### src/rtl/regfile_wb_arbiter_if.sv
// Writeback bus between the two writeback requesters (ALU, LSU) and the register-file
// write-port arbiter, including the write port and the forwarding/stall outputs.
interface regfile_wb_arbiter_if #(
   parameter int XLEN  = 64,
   parameter int CNT_W = 16
);
   logic             alu_valid_in;
   logic [4:0]       alu_rd_in;
   logic [XLEN-1:0]  alu_data_in;
   logic             alu_ready_out;
   logic             lsu_valid_in;
   logic [4:0]       lsu_rd_in;
   logic [XLEN-1:0]  lsu_data_in;
   logic             lsu_ready_out;
   logic             write_en;
   logic [4:0]       write_reg_num_out;
   logic [XLEN-1:0]  reg_write_out;
   logic             fwd_valid_out;
   logic [CNT_W-1:0] stall_cnt_out;

   modport master (
      output alu_valid_in, alu_rd_in, alu_data_in,
      output lsu_valid_in, lsu_rd_in, lsu_data_in,
      input  alu_ready_out, lsu_ready_out,
      input  write_en, write_reg_num_out, reg_write_out, fwd_valid_out, stall_cnt_out
   );

   modport slave (
      input  alu_valid_in, alu_rd_in, alu_data_in,
      input  lsu_valid_in, lsu_rd_in, lsu_data_in,
      output alu_ready_out, lsu_ready_out,
      output write_en, write_reg_num_out, reg_write_out, fwd_valid_out, stall_cnt_out
   );
endinterface

### src/rtl/regfile_wb_arbiter.sv
// Round-robin arbiter sharing the register-file write port between ALU and LSU writeback,
// with a one-entry registered write stage and a saturating contention counter.
module regfile_wb_arbiter #(
   parameter int XLEN  = 64,
   parameter int CNT_W = 16
) (
   input logic               clk_in,
   input logic               rst_n_in,
   regfile_wb_arbiter_if.slave wb
);

   typedef enum logic {PRIO_LSU = 1'b0, PRIO_ALU = 1'b1} prio_e;

   typedef struct packed {
      logic [4:0]      rd;
      logic [XLEN-1:0] data;
   } wb_req_t;

   prio_e            prio_q, prio_d;
   logic             wen_q, wen_d;
   logic [4:0]       addr_q, addr_d;
   logic [XLEN-1:0]  data_q, data_d;
   logic [CNT_W-1:0] stall_q, stall_d;

   logic    grant_alu, grant_lsu, stalled;
   wb_req_t win;

   // Contention goes to the side named by prio; a lone requester always wins.
   always_comb begin
      grant_lsu = wb.lsu_valid_in && (!wb.alu_valid_in || (prio_q == PRIO_LSU));
      grant_alu = wb.alu_valid_in && (!wb.lsu_valid_in || (prio_q == PRIO_ALU));
      stalled   = (wb.alu_valid_in && !grant_alu) || (wb.lsu_valid_in && !grant_lsu);
      win       = grant_lsu ? wb_req_t'{rd: wb.lsu_rd_in, data: wb.lsu_data_in}
                            : wb_req_t'{rd: wb.alu_rd_in, data: wb.alu_data_in};
   end

   always_comb begin
      prio_d  = prio_q;
      wen_d   = 1'b0;
      addr_d  = addr_q;
      data_d  = data_q;
      stall_d = stall_q;
      if (grant_lsu) prio_d = PRIO_ALU;
      else if (grant_alu) prio_d = PRIO_LSU;
      if (grant_lsu || grant_alu) begin
         // x0 is hardwired zero: the request is consumed but never written.
         wen_d  = (win.rd != 5'd0);
         addr_d = win.rd;
         data_d = win.data;
      end
      if (stalled && (stall_q != {CNT_W{1'b1}})) stall_d = stall_q + 1'b1;
   end

   always_ff @(posedge clk_in or negedge rst_n_in) begin
      if (!rst_n_in) begin
         prio_q  <= PRIO_LSU;
         wen_q   <= 1'b0;
         addr_q  <= '0;
         data_q  <= '0;
         stall_q <= '0;
      end else begin
         prio_q  <= prio_d;
         wen_q   <= wen_d;
         addr_q  <= addr_d;
         data_q  <= data_d;
         stall_q <= stall_d;
      end
   end

   assign wb.alu_ready_out     = grant_alu;
   assign wb.lsu_ready_out     = grant_lsu;
   assign wb.write_en          = wen_q;
   assign wb.fwd_valid_out     = wen_q;
   assign wb.write_reg_num_out = addr_q;
   assign wb.reg_write_out     = data_q;
   assign wb.stall_cnt_out     = stall_q;

endmodule

### src/flat_wrapper.sv
// flat-port wrapper written by rule: the top's interface ports become plain ports
module regfile_wb_arbiter_flat 
#(
   parameter int XLEN  = 64,
   parameter int CNT_W = 16
)
  (clk_in, rst_n_in, wb_alu_valid_in, wb_alu_rd_in, wb_alu_data_in, wb_lsu_valid_in, wb_lsu_rd_in, wb_lsu_data_in, wb_alu_ready_out, wb_lsu_ready_out, wb_write_en, wb_write_reg_num_out, wb_reg_write_out, wb_fwd_valid_out, wb_stall_cnt_out);
  regfile_wb_arbiter_if #(.XLEN(XLEN), .CNT_W(CNT_W)) wb_i ();
  input logic clk_in;
  input logic rst_n_in;
  input wire logic [$bits(wb_i.alu_valid_in)-1:0] wb_alu_valid_in;
  input wire logic [$bits(wb_i.alu_rd_in)-1:0] wb_alu_rd_in;
  input wire logic [$bits(wb_i.alu_data_in)-1:0] wb_alu_data_in;
  input wire logic [$bits(wb_i.lsu_valid_in)-1:0] wb_lsu_valid_in;
  input wire logic [$bits(wb_i.lsu_rd_in)-1:0] wb_lsu_rd_in;
  input wire logic [$bits(wb_i.lsu_data_in)-1:0] wb_lsu_data_in;
  output wire logic [$bits(wb_i.alu_ready_out)-1:0] wb_alu_ready_out;
  output wire logic [$bits(wb_i.lsu_ready_out)-1:0] wb_lsu_ready_out;
  output wire logic [$bits(wb_i.write_en)-1:0] wb_write_en;
  output wire logic [$bits(wb_i.write_reg_num_out)-1:0] wb_write_reg_num_out;
  output wire logic [$bits(wb_i.reg_write_out)-1:0] wb_reg_write_out;
  output wire logic [$bits(wb_i.fwd_valid_out)-1:0] wb_fwd_valid_out;
  output wire logic [$bits(wb_i.stall_cnt_out)-1:0] wb_stall_cnt_out;
  assign wb_i.alu_valid_in = wb_alu_valid_in;
  assign wb_i.alu_rd_in = wb_alu_rd_in;
  assign wb_i.alu_data_in = wb_alu_data_in;
  assign wb_i.lsu_valid_in = wb_lsu_valid_in;
  assign wb_i.lsu_rd_in = wb_lsu_rd_in;
  assign wb_i.lsu_data_in = wb_lsu_data_in;
  assign wb_alu_ready_out = wb_i.alu_ready_out;
  assign wb_lsu_ready_out = wb_i.lsu_ready_out;
  assign wb_write_en = wb_i.write_en;
  assign wb_write_reg_num_out = wb_i.write_reg_num_out;
  assign wb_reg_write_out = wb_i.reg_write_out;
  assign wb_fwd_valid_out = wb_i.fwd_valid_out;
  assign wb_stall_cnt_out = wb_i.stall_cnt_out;
  regfile_wb_arbiter #(.XLEN(XLEN), .CNT_W(CNT_W)) u_core (.clk_in(clk_in), .rst_n_in(rst_n_in), .wb(wb_i));
endmodule
### config.mk
export PLATFORM = sky130hd
export DESIGN_NAME = regfile_wb_arbiter_flat
export DESIGN_NICKNAME = d
export VERILOG_FILES = /design/src/rtl/regfile_wb_arbiter_if.sv /design/src/rtl/regfile_wb_arbiter.sv /design/src/flat_wrapper.sv
export SDC_FILE = /design/constraint.sdc
export NUM_CORES = 1
export LEC_CHECK = 0
export CAP_MARGIN = 20
export CORE_MARGIN = 2
export CORE_UTILIZATION = 44
export DETAILED_ROUTE_END_ITERATION = 6
export PLACE_DENSITY_LB_ADDON = 0.05
export SYNTH_ARGS = -nofsm -noshare
export SYNTH_HDL_FRONTEND = slang
export SYNTH_SLANG_ARGS = --single-unit
### constraint.sdc
create_clock -name clk_in -period 3.2 [get_ports clk_in]
set_input_delay 0.48 -clock clk_in [delete_from_list [all_inputs] [get_ports clk_in]]
set_output_delay 0.48 -clock clk_in [all_outputs]
set_load 0.05 [all_outputs]
# Yosys cells after proc, flatten, opt, wreduce, memory -nomap -nowiden
# Index checks and enable logic that the tools add are counted.
[word_totals]
regBits = 87
latch_bits = 0
ramBits = 0
romBits = 0
inputBits = 142
output_inout_bits = 89
elab_cells = 27
n_memories = 0
[classes]
n_addsub = 1
multipliers = 0
div = 0
n_lt_le_gt_ge = 0
eq_ne = 1
shift = 0
n_mux = 4
n_bitwise = 1
reduce_logical = 15
[op_table]
columns = ["cell", "n"]
rows = [
  ["two-way mux 69 bit", 1],
  ["adder 16 x 1 -> 16 bit (second input constant)", 1],
  ["inequality test 16 bit (second input constant)", 1],
  ["logical AND 1 bit", 5],
  ["nonzero test 5 bit", 1],
  ["logical NOT 1 bit", 4],
  ["logical OR 1 bit", 4],
  ["two-way mux 1 bit", 3],
  ["nonzero test 2 bit", 1],
  ["NOT 1 bit", 1],
]

# Depth between registers and ports, before layout
[depth]
word_depth = 7
ltp_mapped = 7
ltp_nobuf = 5

# Least setup slack after synthesis
# OpenSTA, ideal clock, no wires.
[synth_timing]
kind = "input to output"
start = "input port wb_lsu_valid_in"
end = "output port wb_lsu_ready_out"
arrival_ns = 1.900
t_required_ns = 2.720
slack_ns = 0.820
stages = 2
n_path_buf = 1
cell_sequence = "buf_2 > a21boi_0"
[synth_via]
elab_chain_cells = 1
[synth_lines]
columns = ["element", "line", "rtl"]
rows = [
  ["start: declaration", "flat_wrapper.sv:14", "input wire logic [$bits(wb_i.lsu_valid_in)-1:0] wb_lsu_valid_in;"],
  ["logical AND 1 bit", "regfile_wb_arbiter.sv:30", "grant_lsu = wb.lsu_valid_in && (!wb.alu_valid_in || (prio_q == PRIO_LSU));"],
  ["end: declaration", "flat_wrapper.sv:18", "output wire logic [$bits(wb_i.lsu_ready_out)-1:0] wb_lsu_ready_out;"],
]
# Every way passes these cells.

# Final worst setup path
[layout_timing]
start = "register u_core.prio_q"
end = "output port wb_alu_ready_out"
[layout_via]
elab_chain_cells = 2
[layout_lines]
columns = ["element", "line", "rtl"]
rows = [
  ["start: declaration", "regfile_wb_arbiter.sv:19", "prio_e prio_q, prio_d;"],
  ["start signal: assignment", "regfile_wb_arbiter.sv:62", "prio_q <= prio_d;"],
  ["logical OR 1 bit", "regfile_wb_arbiter.sv:31", "grant_alu = wb.alu_valid_in && (!wb.lsu_valid_in || (prio_q == PRIO_ALU));"],
  ["logical AND 1 bit", "regfile_wb_arbiter.sv:31", ""],
  ["end: declaration", "flat_wrapper.sv:17", "output wire logic [$bits(wb_i.alu_ready_out)-1:0] wb_alu_ready_out;"],
]
# Every way passes these cells.

==> reports/metrics.yaml <==
global_route:
  grt_pass1_wl_um: 22940
  grt_usage_pct: 25.35
  overflow: 0
  antenna_found_initial: 0
  grt_max_degree: 67
  grt_pass1_vias: 4769
setup_path:
  crit_type: "reg -> out"
  arrival_ns: 2.00
  cp.required_ns: 2.72
  crit_path_end_kind: "primary output"
  critPathMaxFanout: 34
  worstSetupStartpointType: "flip-flop"
clock_network:
  cts.sinks: 87
  cts_tree: "yes"
  cts_root_buffer: "clkbuf_8"
  post-cts-setup-buffers: 0
  insertion_delay_ns: 0.35
  clk_pin_slew_ns: 0.08
  cts_max_level: 3
  cts_buffer_depth: 2
  ctsHoldBuffers: 0
  post_cts_resized: 0
  cts_buffers: 9
synth:
  netlist-cell-type-count: 39
  yosys_warnings: 0
  yosysSeqAreaShare_pct: 47.55
  netlist_area_mm2: 0.004578
  ys_async_sr_fraction_pct: 100.0
  yosysTopAreaCell: "dfrtp_1"
  synth_edf_count: 0
  ys_ff_latch: 87
  ys_dominant_reg_cell: "dfrtp_1"
  synth_top_area_share_pct: 47.55
  yosysMostFrequentCell: "a21oi_1"
  synth.avg_cell_area_um2: 8.462
  syn_nets: 684
  synth_area_leaders: "dfrtp_1 48%, a21oi_1 14%, nand2b_1 8.9%"
  synth_cells: 541
  synth.top_cells.by_count: "132 x a21oi_1, 87 x dfrtp_1, 75 x nand2_1, 66 x o21ai_0, 65 x nand2b_1"
timing:
  slew_violations: 0
  fin_setup_tns_ns: 0
  fmax_mhz: 402.5
  fin_skew_ns: 0.005422
  fin_crit_sh_pct: 77.63
  setup_viol_count_final: 0
  slew_headroom_pct: 57.26
  grt_setup_unrepaired: "no"
  hold_viol: 0
  holdWs_ns: 0.09570
  min_period_ns: 2.484
  worst_slew_pin_slew_ns: 0.6402
  setup_ws_ns: 0.7158
worst_hold_path:
  min_path_type: "in -> async"
final_layout:
  post-route-util_pct: 69.96
  nets: 894
  syn2layout_area_growth_pct: 56.35
  fin_cells: 892
  fin_area_mm2: 0.007158
  insertedDiodeCount: 0
  drive_above_1_share_pct: 6.217
detailed_routing:
  drtIter0Drc: 257
  ant_nets: 0
  dr.pass1.iters: 5
  drc: 0
  routed_wl_um: 14550
  wire_per_inst_um: 16.32
  routed_via_density: 5.386
  vias: 4804
placed_design:
  dp_hpwl_um: 10380
  portBuffers: 230
  dp_cells: 876
  gp_congestion: 0.8110
  placed_cell_area_mm2: 0.006949
  dpl_worst_slack_ns: 0.7297
power_and_ir_drop:
  power_density_mw_per_mm2: 521.6
  p_leak_nw: 2.873
  vdd_drop_max_uv: 274.3
  total_power_mw: 3.734
die:
  die_h_um: 106.0
  die_x_um: 106.0
  die_area_mm2: 0.01124
  start_util_pct: 44.75
  pin_count: 231
  core_area_mm2: 0.01023
  row_count: 37
status:
  outcome: "finished clean"
flow_run:
  cap_violations: 0
[sequential cells by signal, summed over array words and instances (netlist names)]
signal / flops
u_core.wb.stall_cnt_out: 16
u_core.wb.reg_write_out: 64
u_core.wb.write_reg_num_out: 5
u_core.prio_q: 1
u_core.wb.fwd_valid_out: 1
[logic make-up after synthesis]
family                     Yosys count  share of synthesized area, %
xor gates and xnor gates            11                         2.104
adders and majority gates            1                        0.2733
DFF                                 87                         47.55
buffers and inverters               42                         3.826
and+or+nand+nor                    182                         20.36
AOI/OAI and AO/OA                  212                         24.41
muxes                                6                         1.476
[cell usage in the layout, fill, tap and decap left out, drive strengths merged]
| cell type | instances |
|---|---|
| nor2 | 14 |
| nand2b | 65 |
| buf | 14 |
| xor2 | 11 |
| o21ai | 66 |
| a31oi | 2 |
| a311oi | 1 |
| nor3b | 1 |
| nand2 | 75 |
| and3 | 3 |
| nand4 | 5 |
| o22ai | 5 |
| or4 | 4 |
| nand3 | 5 |
| mux2 | 6 |
| o31ai | 1 |
| or2 | 1 |
| nor4 | 2 |
| dfrtp | 87 |
| clkinv | 2 |
| nor3 | 4 |
| a21boi | 1 |
| clkdlybuf4s50 | 225 |
| a21oi | 133 |
| or3 | 2 |
| bufinv | 1 |
| inv | 2 |
| clkbuf | 13 |
| a211oi | 1 |
| ha | 1 |
| and2 | 1 |
| a2111oi | 2 |
[critical path: stages, from the launching register on]
cell and delay, ns:
dfrtp_2 0.36, nand2b_1 0.23, nand2_1 0.20, inv_2 0.54
buf_4 0.32
[layer usage]
layer	routed length [um]	part of all wire [%]	up-vias	track usage, %
li1	-	-	2293	-
met1	5808	40	2318	29.86
met2	7327	50	166	44.47
met3	1030	7.1	27	6.376
met4	388	2.7	0	9.774
met5	0	0	-	0
[power breakdown]
group / total (mW) / switching [mW] / internal [mW] / leakage (nW)
Combinational: 1.53 / 0.955 / 0.570 / 1.72
Clock: 0.818 / 0.395 / 0.424 / 0.109
Sequential: 1.39 / 0.134 / 1.26 / 1.05
Total: 3.73 / 1.48 / 2.25 / 2.87
[worst paths after layout]
check / end / depth (start not counted) / from / slack, ns
max: wb_alu_ready_out / 4 / u_core.prio_q / 0.72
min: u_core.wb.stall_cnt_out[13] / 1 / rst_n_in / 0.1
max reg2reg: u_core.wb.stall_cnt_out[1] / 5 / u_core.wb.stall_cnt_out[0] / 1.20
min reg2reg: u_core.wb.stall_cnt_out[15] / 1 / u_core.wb.stall_cnt_out[15] / 0.50
max in group asynchronous: u_core.wb.reg_write_out[16] / 2 / rst_n_in / 2.44
min in group clk_in: u_core.wb.stall_cnt_out[15] / 1 / u_core.wb.stall_cnt_out[15] / 0.50
[cell type report]
cell class	count	area [um2]
flip-flops and latches	87	2178
clock buffers	13	168.9
repair buffers	239	2367
well taps	136	170.2
inverters	2	7.507
multi-input cells	412	2226
fillers	860	3073
clock inverters	3	40.04
Power figures use the tool's default switching activity.
